[src/rtl/ovc_allocator.sv]
//-----------------------------------------------------------------------------
// ovc_allocator
//
// Output-VC allocator for one router output port. It watches head-flit
// requests from NINPUTS input VCs and hands a free output VC to one of them.
// A grant lasts exactly one cycle, so at most one grant is issued every two
// cycles. Each output VC stays owned (busy) until its tail flit leaves,
// which is signalled by a one-cycle pulse on ovc_release.
//
// Parameters
//   VC_WIDTH  width of an output VC index
//   NINPUTS   number of input VCs arbitrated
//   NOVCS     number of output VCs managed (1 <= NOVCS <= 2**VC_WIDTH)
//
// Ports
//   clock            rising-edge clock
//   reset            asynchronous, active-low reset
//   ivc_req          per-input-VC head-flit request
//   ovc_release      per-output-VC release pulse (tail flit departed)
//   allocate_enable  grant valid, high for the single GRANT cycle
//   ivc_sel          one-hot granted input VC, zero outside GRANT
//   allocated_vc     granted output VC index, zero outside GRANT
//   ovc_busy         per-output-VC ownership status
//
// Configuration
//   OVC_ALLOC_FIXED_PRIORITY_EN  when defined, the lowest-index requesting
//                                input VC always wins and no round-robin
//                                pointer exists. When undefined, the search
//                                starts at a rotating pointer that moves to
//                                one past the last winner.
//-----------------------------------------------------------------------------
module ovc_allocator #(
   parameter int VC_WIDTH = 1,
   parameter int NINPUTS  = 10,
   parameter int NOVCS    = 2
) (
   input  logic                clock,
   input  logic                reset,
   input  logic [NINPUTS-1:0]  ivc_req,
   input  logic [NOVCS-1:0]    ovc_release,
   output logic                allocate_enable,
   output logic [NINPUTS-1:0]  ivc_sel,
   output logic [VC_WIDTH-1:0] allocated_vc,
   output logic [NOVCS-1:0]    ovc_busy
);

   typedef enum logic {
      IDLE  = 1'b0,
      GRANT = 1'b1
   } state_t;

   state_t state;

   // Low for the first edge after reset so that the earliest grant is taken
   // on the second rising edge following reset release.
   logic armed;

   // Request vector seen by the priority search, already rotated so that
   // bit 0 corresponds to the input VC with the highest priority this cycle,
   // plus the index of that highest-priority input VC.
   logic [NINPUTS-1:0] req_rot;
   int                 base;

`ifdef OVC_ALLOC_FIXED_PRIORITY_EN
   assign req_rot = ivc_req;
   assign base    = 0;
`else
   localparam int PTR_W = (NINPUTS > 1) ? $clog2(NINPUTS) : 1;

   logic [PTR_W-1:0]     ptr;
   logic [PTR_W-1:0]     ptr_after;
   logic [2*NINPUTS-1:0] req_dbl;

   // Doubling the vector and shifting right by ptr gives a circular rotate.
   assign req_dbl = {ivc_req, ivc_req} >> ptr;
   assign req_rot = req_dbl[NINPUTS-1:0];
   assign base    = int'(ptr);
`endif

   //----------------------------------------------------------------------
   // Input VC arbitration: first set bit of the rotated vector, mapped back
   // to the absolute input VC index.
   //----------------------------------------------------------------------
   logic               req_found;
   int                 win_k;
   logic [NINPUTS-1:0] sel_next;

   always_comb begin : arbitrate
      req_found = 1'b0;
      win_k     = 0;
      sel_next  = '0;
      for (int j = 0; j < NINPUTS; j++) begin
         if (!req_found && req_rot[j]) begin
            req_found = 1'b1;
            win_k     = base + j;
            if (win_k >= NINPUTS) begin
               win_k = win_k - NINPUTS;
            end
         end
      end
      for (int i = 0; i < NINPUTS; i++) begin
         if (req_found && (i == win_k)) begin
            sel_next[i] = 1'b1;
         end
      end
   end

`ifndef OVC_ALLOC_FIXED_PRIORITY_EN
   // Pointer moves to one past the winner, wrapping at NINPUTS.
   assign ptr_after = ((win_k + 1) >= NINPUTS) ? '0 : PTR_W'(win_k + 1);
`endif

   //----------------------------------------------------------------------
   // Output VC choice: lowest index whose registered busy bit is clear.
   // A release only clears the busy bit at the next edge, so a VC released
   // this cycle is still seen as busy here and becomes eligible next cycle.
   //----------------------------------------------------------------------
   logic                vc_found;
   logic [VC_WIDTH-1:0] vc_next;
   logic [NOVCS-1:0]    vc_mask;

   always_comb begin : pick_vc
      vc_found = 1'b0;
      vc_next  = '0;
      vc_mask  = '0;
      for (int v = 0; v < NOVCS; v++) begin
         if (!vc_found && !ovc_busy[v]) begin
            vc_found   = 1'b1;
            vc_next    = VC_WIDTH'(v);
            vc_mask[v] = 1'b1;
         end
      end
   end

   // Requests are only looked at in IDLE, so a requester still holding its
   // request while it sees its grant is not granted a second time.
   logic grant_now;
   assign grant_now = (state == IDLE) && armed && req_found && vc_found;

   //----------------------------------------------------------------------
   // FSM with registered outputs and output-VC ownership.
   //----------------------------------------------------------------------
   always_ff @(posedge clock or negedge reset) begin
      if (!reset) begin
         state           <= IDLE;
         armed           <= 1'b0;
         ovc_busy        <= '0;
         allocate_enable <= 1'b0;
         ivc_sel         <= '0;
         allocated_vc    <= '0;
`ifndef OVC_ALLOC_FIXED_PRIORITY_EN
         ptr             <= '0;
`endif
      end else begin
         armed <= 1'b1;

         // Releasing a VC that is not busy has no effect. A VC being granted
         // is free, so a same-cycle release of it cannot cancel the grant.
         ovc_busy <= (ovc_busy & ~ovc_release) | (grant_now ? vc_mask : '0);

         case (state)
            IDLE: begin
               if (grant_now) begin
                  state           <= GRANT;
                  allocate_enable <= 1'b1;
                  ivc_sel         <= sel_next;
                  allocated_vc    <= vc_next;
`ifndef OVC_ALLOC_FIXED_PRIORITY_EN
                  ptr             <= ptr_after;
`endif
               end
            end
            GRANT: begin
               state           <= IDLE;
               allocate_enable <= 1'b0;
               ivc_sel         <= '0;
               allocated_vc    <= '0;
            end
         endcase
      end
   end

endmodule

[config.mk]
export PLATFORM = sky130hd
export DESIGN_NAME = ovc_allocator
export DESIGN_NICKNAME = d
export VERILOG_FILES = /design/src/rtl/ovc_allocator.sv
export SDC_FILE = /design/constraint.sdc
export NUM_CORES = 1
export LEC_CHECK = 0
export BUFFER_PORTS_ARGS = -buffer_cell sky130_fd_sc_hd__buf_2
export CAP_MARGIN = 20
export CORE_MARGIN = 1
export CORE_UTILIZATION = 51
export CTS_CLUSTER_SIZE = 20
export DETAILED_ROUTE_END_ITERATION = 16
export GPL_TIMING_DRIVEN = 0
export PLACE_DENSITY = 0.82
export SYNTH_ARGS = -nofsm -noshare
export SYNTH_HDL_FRONTEND = slang
export SYNTH_SLANG_ARGS = --single-unit
export TNS_END_PERCENT = 10
[constraint.sdc]
create_clock -name clock -period 5.1 [get_ports clock]
set_clock_uncertainty 0.1 [all_clocks]
set_input_delay 1.02 -clock clock [delete_from_list [all_inputs] [get_ports clock]]
set_output_delay 1.02 -clock clock [all_outputs]
set_load 0.01 [all_outputs]
### After elaboration in Yosys (flattened, before gate mapping)

Cells that the tools add are included.

| storage, ports and cells | value |
|---|---|
| flip-flop bits (word level) | 20 |

| cells by class | value |
|---|---|
| add/sub/neg operators | 20 |
| magnitude comparators | 11 |
| equal/unequal tests | 10 |
| shift-type cells | 1 |
| multiplexer cells | 53 |
| bitwise gates (word level) | 4 |
| reductions and logical operators | 35 |

Operator list:

| kind | number |
|---|---|
| $mux W32 | 20 |
| $eq A4 B32 Y1 const A | 4 |
| $eq A3 B32 Y1 const A | 2 |
| $eq A5 B32 Y1 const A | 2 |
| $sub A5 B4 Y6 const B | 9 |
| $ge A5 B4 Y1 const B | 9 |
| $add A32 B2 Y32 const B | 1 |
| $eq A2 B32 Y1 const A | 1 |
| $ge A32 B5 Y1 const B | 1 |
| $logic_not A32 Y1 | 1 |
| $mux W1 | 26 |
| $logic_and A1 B1 Y1 | 23 |
| $add A4 B3 Y5 const B | 4 |
| $pmux W10 S2 | 1 |
| $shr A20 B4 Y10 | 1 |
| $add A4 B2 Y5 const B | 2 |
| $add A4 B4 Y5 const B | 2 |
| $logic_not A1 Y1 | 10 |
| $mux W10 | 1 |
| $pmux W1 S2 | 3 |
| $add A4 B1 Y5 const B | 1 |
| $sub A4 B4 Y5 const B | 1 |
| $ge A4 B4 Y1 const B | 1 |
| $mux W4 | 1 |
| other kinds (7) | 7 |

### Depth between registers and ports, before layout

| depth | value |
|---|---|
| word-level depth | 34 |
| mapped depth | 26 |
| mapped depth without buffers | 20 |

### Least setup slack after synthesis

OpenSTA, ideal clock, no wires.

| path | value |
|---|---|
| path kind | reg-to-reg |
| start | reg ptr[1] |
| end | reg ptr[3] |
| setup time | 101 ps |
| arrival | 4,932 ps |
| setup slack | -33 ps |
| cell stages (with the launch flop) | 25 |
| path buffers | 4 |
| path through | dfrtp_1 > buf_4 > inv_2 > buf_1 > ha_1 > clkbuf_1 > xnor2_1 > inv_1 > ha_1 > nor2b_1 > mux2i_1 > o221ai_1 > a311o_1 > a221oi_2 > nor3_2 > and3_1 > clkbuf_1 > nand3_1 > ha_1 > nand4b_1 > nor4_1 > nand4_1 > inv_1 > a31oi_2 > o32ai_1 |

| between the ends | value |
|---|---|
| longest elaborated chain between the ends | 32 |

Ends and longest elaborated chain:

| item | line | source |
|---|---|---|
| start: declaration | 70 | `logic [PTR_W-1:0] ptr;` |
| start signal: assignment | 169 | `ptr <= ptr_after;` |
| $shr A20 B4 Y10 | 75 | `assign req_dbl = {ivc_req, ivc_req} >> ptr;` |
| $mux W1 | 93 | `if (!req_found && req_rot[j]) begin` |
| $logic_not A1 Y1 | 93 |  |
| $logic_and A1 B1 Y1 | 93 |  |
| $mux W1 | 93 |  |
| $logic_not A1 Y1 | 93 |  |
| $logic_and A1 B1 Y1 | 93 |  |
| $mux W1 | 93 |  |
| (+16 left out) | n/a |  |
| $logic_and A1 B1 Y1 | 93 |  |
| $mux W1 | 93 |  |
| $logic_not A1 Y1 | 93 |  |
| $logic_and A1 B1 Y1 | 93 |  |
| $mux W32 / $mux W1 (equally long branches) | 93 |  |
| $add A32 B2 Y32 / $logic_and A1 B1 Y1 (equally long branches) | 110, 138 |  |
| $ge A32 B5 Y1 / $logic_and A1 B1 Y1 (equally long branches) | 110, 138 |  |
| $mux W4 / $reduce_and A2 Y1 (equally long branches) | n/a |  |

Parallel ways exist; a longest one is shown, timed or not.
A chain may end at the register's enable or synchronous reset.

### Worst setup path after layout

| path | value |
|---|---|
| start | in ivc_req[5] |
| end | reg ptr[3] |

| between the ends | value |
|---|---|
| longest elaborated chain between the ends | 32 |

Ends and longest elaborated chain:

| item | line | source |
|---|---|---|
| start: declaration | 39 | `input logic [NINPUTS-1:0] ivc_req,` |
| $shr A20 B4 Y10 * | 75 |  |
| $mux W1 | 93 |  |
| $logic_not A1 Y1 | 93 |  |
| $logic_and A1 B1 Y1 | 93 |  |
| $mux W1 | 93 |  |
| $logic_not A1 Y1 | 93 |  |
| $logic_and A1 B1 Y1 | 93 |  |
| $mux W1 | 93 |  |
| (+16 left out) | n/a |  |
| $logic_and A1 B1 Y1 | 93 |  |
| $mux W1 | 93 |  |
| $logic_not A1 Y1 | 93 |  |
| $logic_and A1 B1 Y1 | 93 |  |
| $mux W32 / $mux W1 (equally long branches) | 93 |  |
| $add A32 B2 Y32 / $logic_and A1 B1 Y1 (equally long branches) | 110, 138 |  |
| $ge A32 B5 Y1 / $logic_and A1 B1 Y1 (equally long branches) | 110, 138 |  |
| $mux W4 / $reduce_and A2 Y1 (equally long branches) | n/a |  |

Mark *: on every way between the ends. The rest lies on a longest branch, timed or not.

==> qor.csv <==
metric;value;unit
status;finished, violations left;
violations;setup timing;
netlist_area;4339;sq um
detailed_place_hpwl;11380;um
die_x;94.24;um
crit_slowest_cell;mux2i_1;
r2r-start;ptr[0];
gr-usage-all-layers;34.82;%
setup_ws;-0.03810;ns
syn_area_per_cell;8.111;sq um
multi_input_area;4101;sq um
synth_edf_count;0;
hold_buffers;0;
dr_total_vias;5287;
io_pins;28;
dr.pass1.iters;5;
hold_ws;0.4070;ns
cts_sinks;20;
worstSetupPathType;primary input to register;
max_stage_delay;0.63;ns
crit_cells;18;
required;5.14;ns
clockRootBuffer;clkbuf_8;
finalHoldViolations;0;
cp-startpoint;ivc_req[5];
ant_nets;0;
synth_cell_types;99;
htreeDepth;1;
hp-start;ivc_sel[0];
drc;0;
antennaDiodeCount;0;
grt_pass1_vias;4525;
min_period;5.138;ns
rr_worst_depth;20;
slew_viol_final;0;
drt_iter0_drc;563;
syn_inst;535;
post-route-util;71.04;%
critPathMostFrequentCell;inv_2;
wire_per_inst;23.04;um
regArea;508.0;sq um
path_max_fanout;7;
nets;680;
end_kind;register;
drive_gt1_share;37.68;%
holdPathStages;1;
period_share;100.7;%
path_buf_inv;4;
synthFlopType;dfrtp_1;
path_cells;buf_8 > mux2i_1 > a221oi_4 > buf_4 > or4_4 > a211oi_4 > a32oi_2 > a21oi_4 > inv_2 > nor2_4 > nand3_4 > ha_4 > nand4b_1 > nor4_2 > nand4_1 > inv_2 > and4_4 > o32ai_2;
start_util;52.81;%
slew-limit-headroom;43.60;%
vias_per_cell;7.203;
die_height;94.24;um
cts.path.max_buffers;2;
insertion_delay;0.27;ns
synth_seq_cells;20;
cts_tree;built;
cap_violations;0;
dieArea;8881;sq um
setup_violations;3;
cp_top_family;simple AND/OR/NAND/NOR gates;
wirelength;16910;um
synthArstFlopShare;100.0;%
max_freq;194.6;MHz
grt_max_degree;21;
ys_warn_count;0;
setup-tns-final;-0.09968;ns
num_rows;33;
worstMarginPinSlew;0.8382;ns
numCtsBuffers;3;
grt_overflow;0;
grt_antenna_before_repair;0;
ys_seq_area_share;11.53;%
core-area;8217;sq um
cp-start-kind;primary input;
cts.clk_slew.worst_paths;0.07;ns
syn_to_final_growth;34.52;%
syn_nets;585;
gp_congestion;1.043;
min_path_type;register to register;
port_buffers;27;
arrival;5.18;ns
grt_pass1_wl;23810;um
n_fill_cell;605;
==> metal layers <==
metal / wire length (um) / vias to the layer above / part of all wire, % / track usage [%]
li1: - / 2283 / - / -
met1: 6331 / 2502 / 37 / 44.71
met2: 7793 / 406 / 46 / 56.28
met3: 1835 / 96 / 11 / 4.693
met4: 949 / 0 / 5.6 / 18.33
met5: 0 / - / 0 / 0
==> worst paths after layout <==
kind	to	slack [ns]
max	ptr[3]	-0.04
min	ivc_sel[0]	0.41
max reg2reg	ptr[3]	0
min reg2reg	ivc_sel[0]	0.41
max in group asynchronous	ptr[1]	3.99
min in group asynchronous	ivc_sel[3]	0.58
==> placed cells by master (no fill, tap or decap), drive strengths merged, types with 8 or more instances in the layout <==
cell type,n
buf,114
nand2,42
nor2,41
ha,35
a21oi,33
mux2i,23
o21ai,23
dfrtp,20
inv,16
xnor2,15
nor3,14
a22o,13
o22ai,13
nand3,13
nand2b,12
nor2b,11
a21o,11
clkbuf,11
a221oi,10
mux4,9
mux2,9
nor4,8
==> final cells by class <==
| type | instances | share of cell area [%] |
|---|---|---|
| Buffer | 27 | 4.180 |
| Clock buffer | 3 | 0.7074 |
| Sequential cell | 20 | 8.703 |
| Tap cell | 105 | 2.251 |
| Inverter | 20 | 1.586 |
| Clock inverter | 1 | 0.5145 |
| Timing Repair Buffer | 95 | 11.79 |
| Multi-Input combinational cell | 463 | 70.27 |
==> cells by family after synthesis <==
logic type,synth area share [%]
mux,13.06
flops,11.53
compound gates,33.65
buf+inv,5.795
fa+ha+maj,10.55
other cells,0.08642
simple gates,21.91
xor+xnor,3.403
==> what timing repair did <==
action | 4_1_cts | 5_1_grt
setup buffers | 11 | 57
pin swaps | 9 | 36
resized for setup | 38 | 107
gates cloned | 0 | 1
endpoints found under the setup margin | 8 | 8
==> through the flow <==
stage          setup slack [ns]  cell area [sq um]  instances
2_1_floorplan           0.01986               4340        535
3_3_place_gp             -1.120               4607        667
3_5_place_dp             -1.213               4607        667
4_1_cts                 0.01441               4888        679
5_1_grt                 -0.1696               5837        734
6_report               -0.03810               5837        734
==> cell usage after synthesis (all sizes together), types with 3 or more instances <==
library cell | count | share of area, %
nand2 | 42 | 3.7
nor2 | 40 | 3.6
ha | 35 | 10
a21oi | 33 | 3.9
mux2i | 23 | 6.0
o21ai | 23 | 2.8
dfrtp | 20 | 12
buf | 19 | 2.9
inv | 19 | 1.6
xnor2 | 15 | 3.2
clkbuf | 14 | 1.2
nor3 | 14 | 1.8
a22o | 13 | 2.6
nand3 | 13 | 1.5
o22ai | 13 | 2.0
nand2b | 12 | 1.7
a21o | 11 | 1.9
nor2b | 11 | 1.6
a221oi | 10 | 2.6
mux2 | 9 | 2.4
mux4 | 9 | 4.7
nor4 | 8 | 1.5
a31oi | 7 | 1.2
and3 | 7 | 1.0
or2 | 7 | 1.0
a211oi | 6 | 1.2
nand3b | 6 | 1.0
o211ai | 6 | 1.0
a2bb2oi | 5 | 1.0
a221o | 4 | 0.92
a22oi | 4 | 0.69
a311oi | 4 | 0.95
a32oi | 4 | 0.81
o21a | 4 | 0.69
o311ai | 4 | 0.81
o32ai | 4 | 0.81
nand4 | 3 | 0.43
nor4b | 3 | 0.75
o221ai | 3 | 0.61
==> sequential cells by signal, indices dropped and copies added, names as in the netlist <==
name             cells
armed                1
ivc_sel             10
allocate_enable      1
state                1
ovc_busy             2
ptr                  4
allocated_vc         1
Power is not shown: default switching activity piles up to over one toggle a cycle in this logic, so the estimate is an artifact.
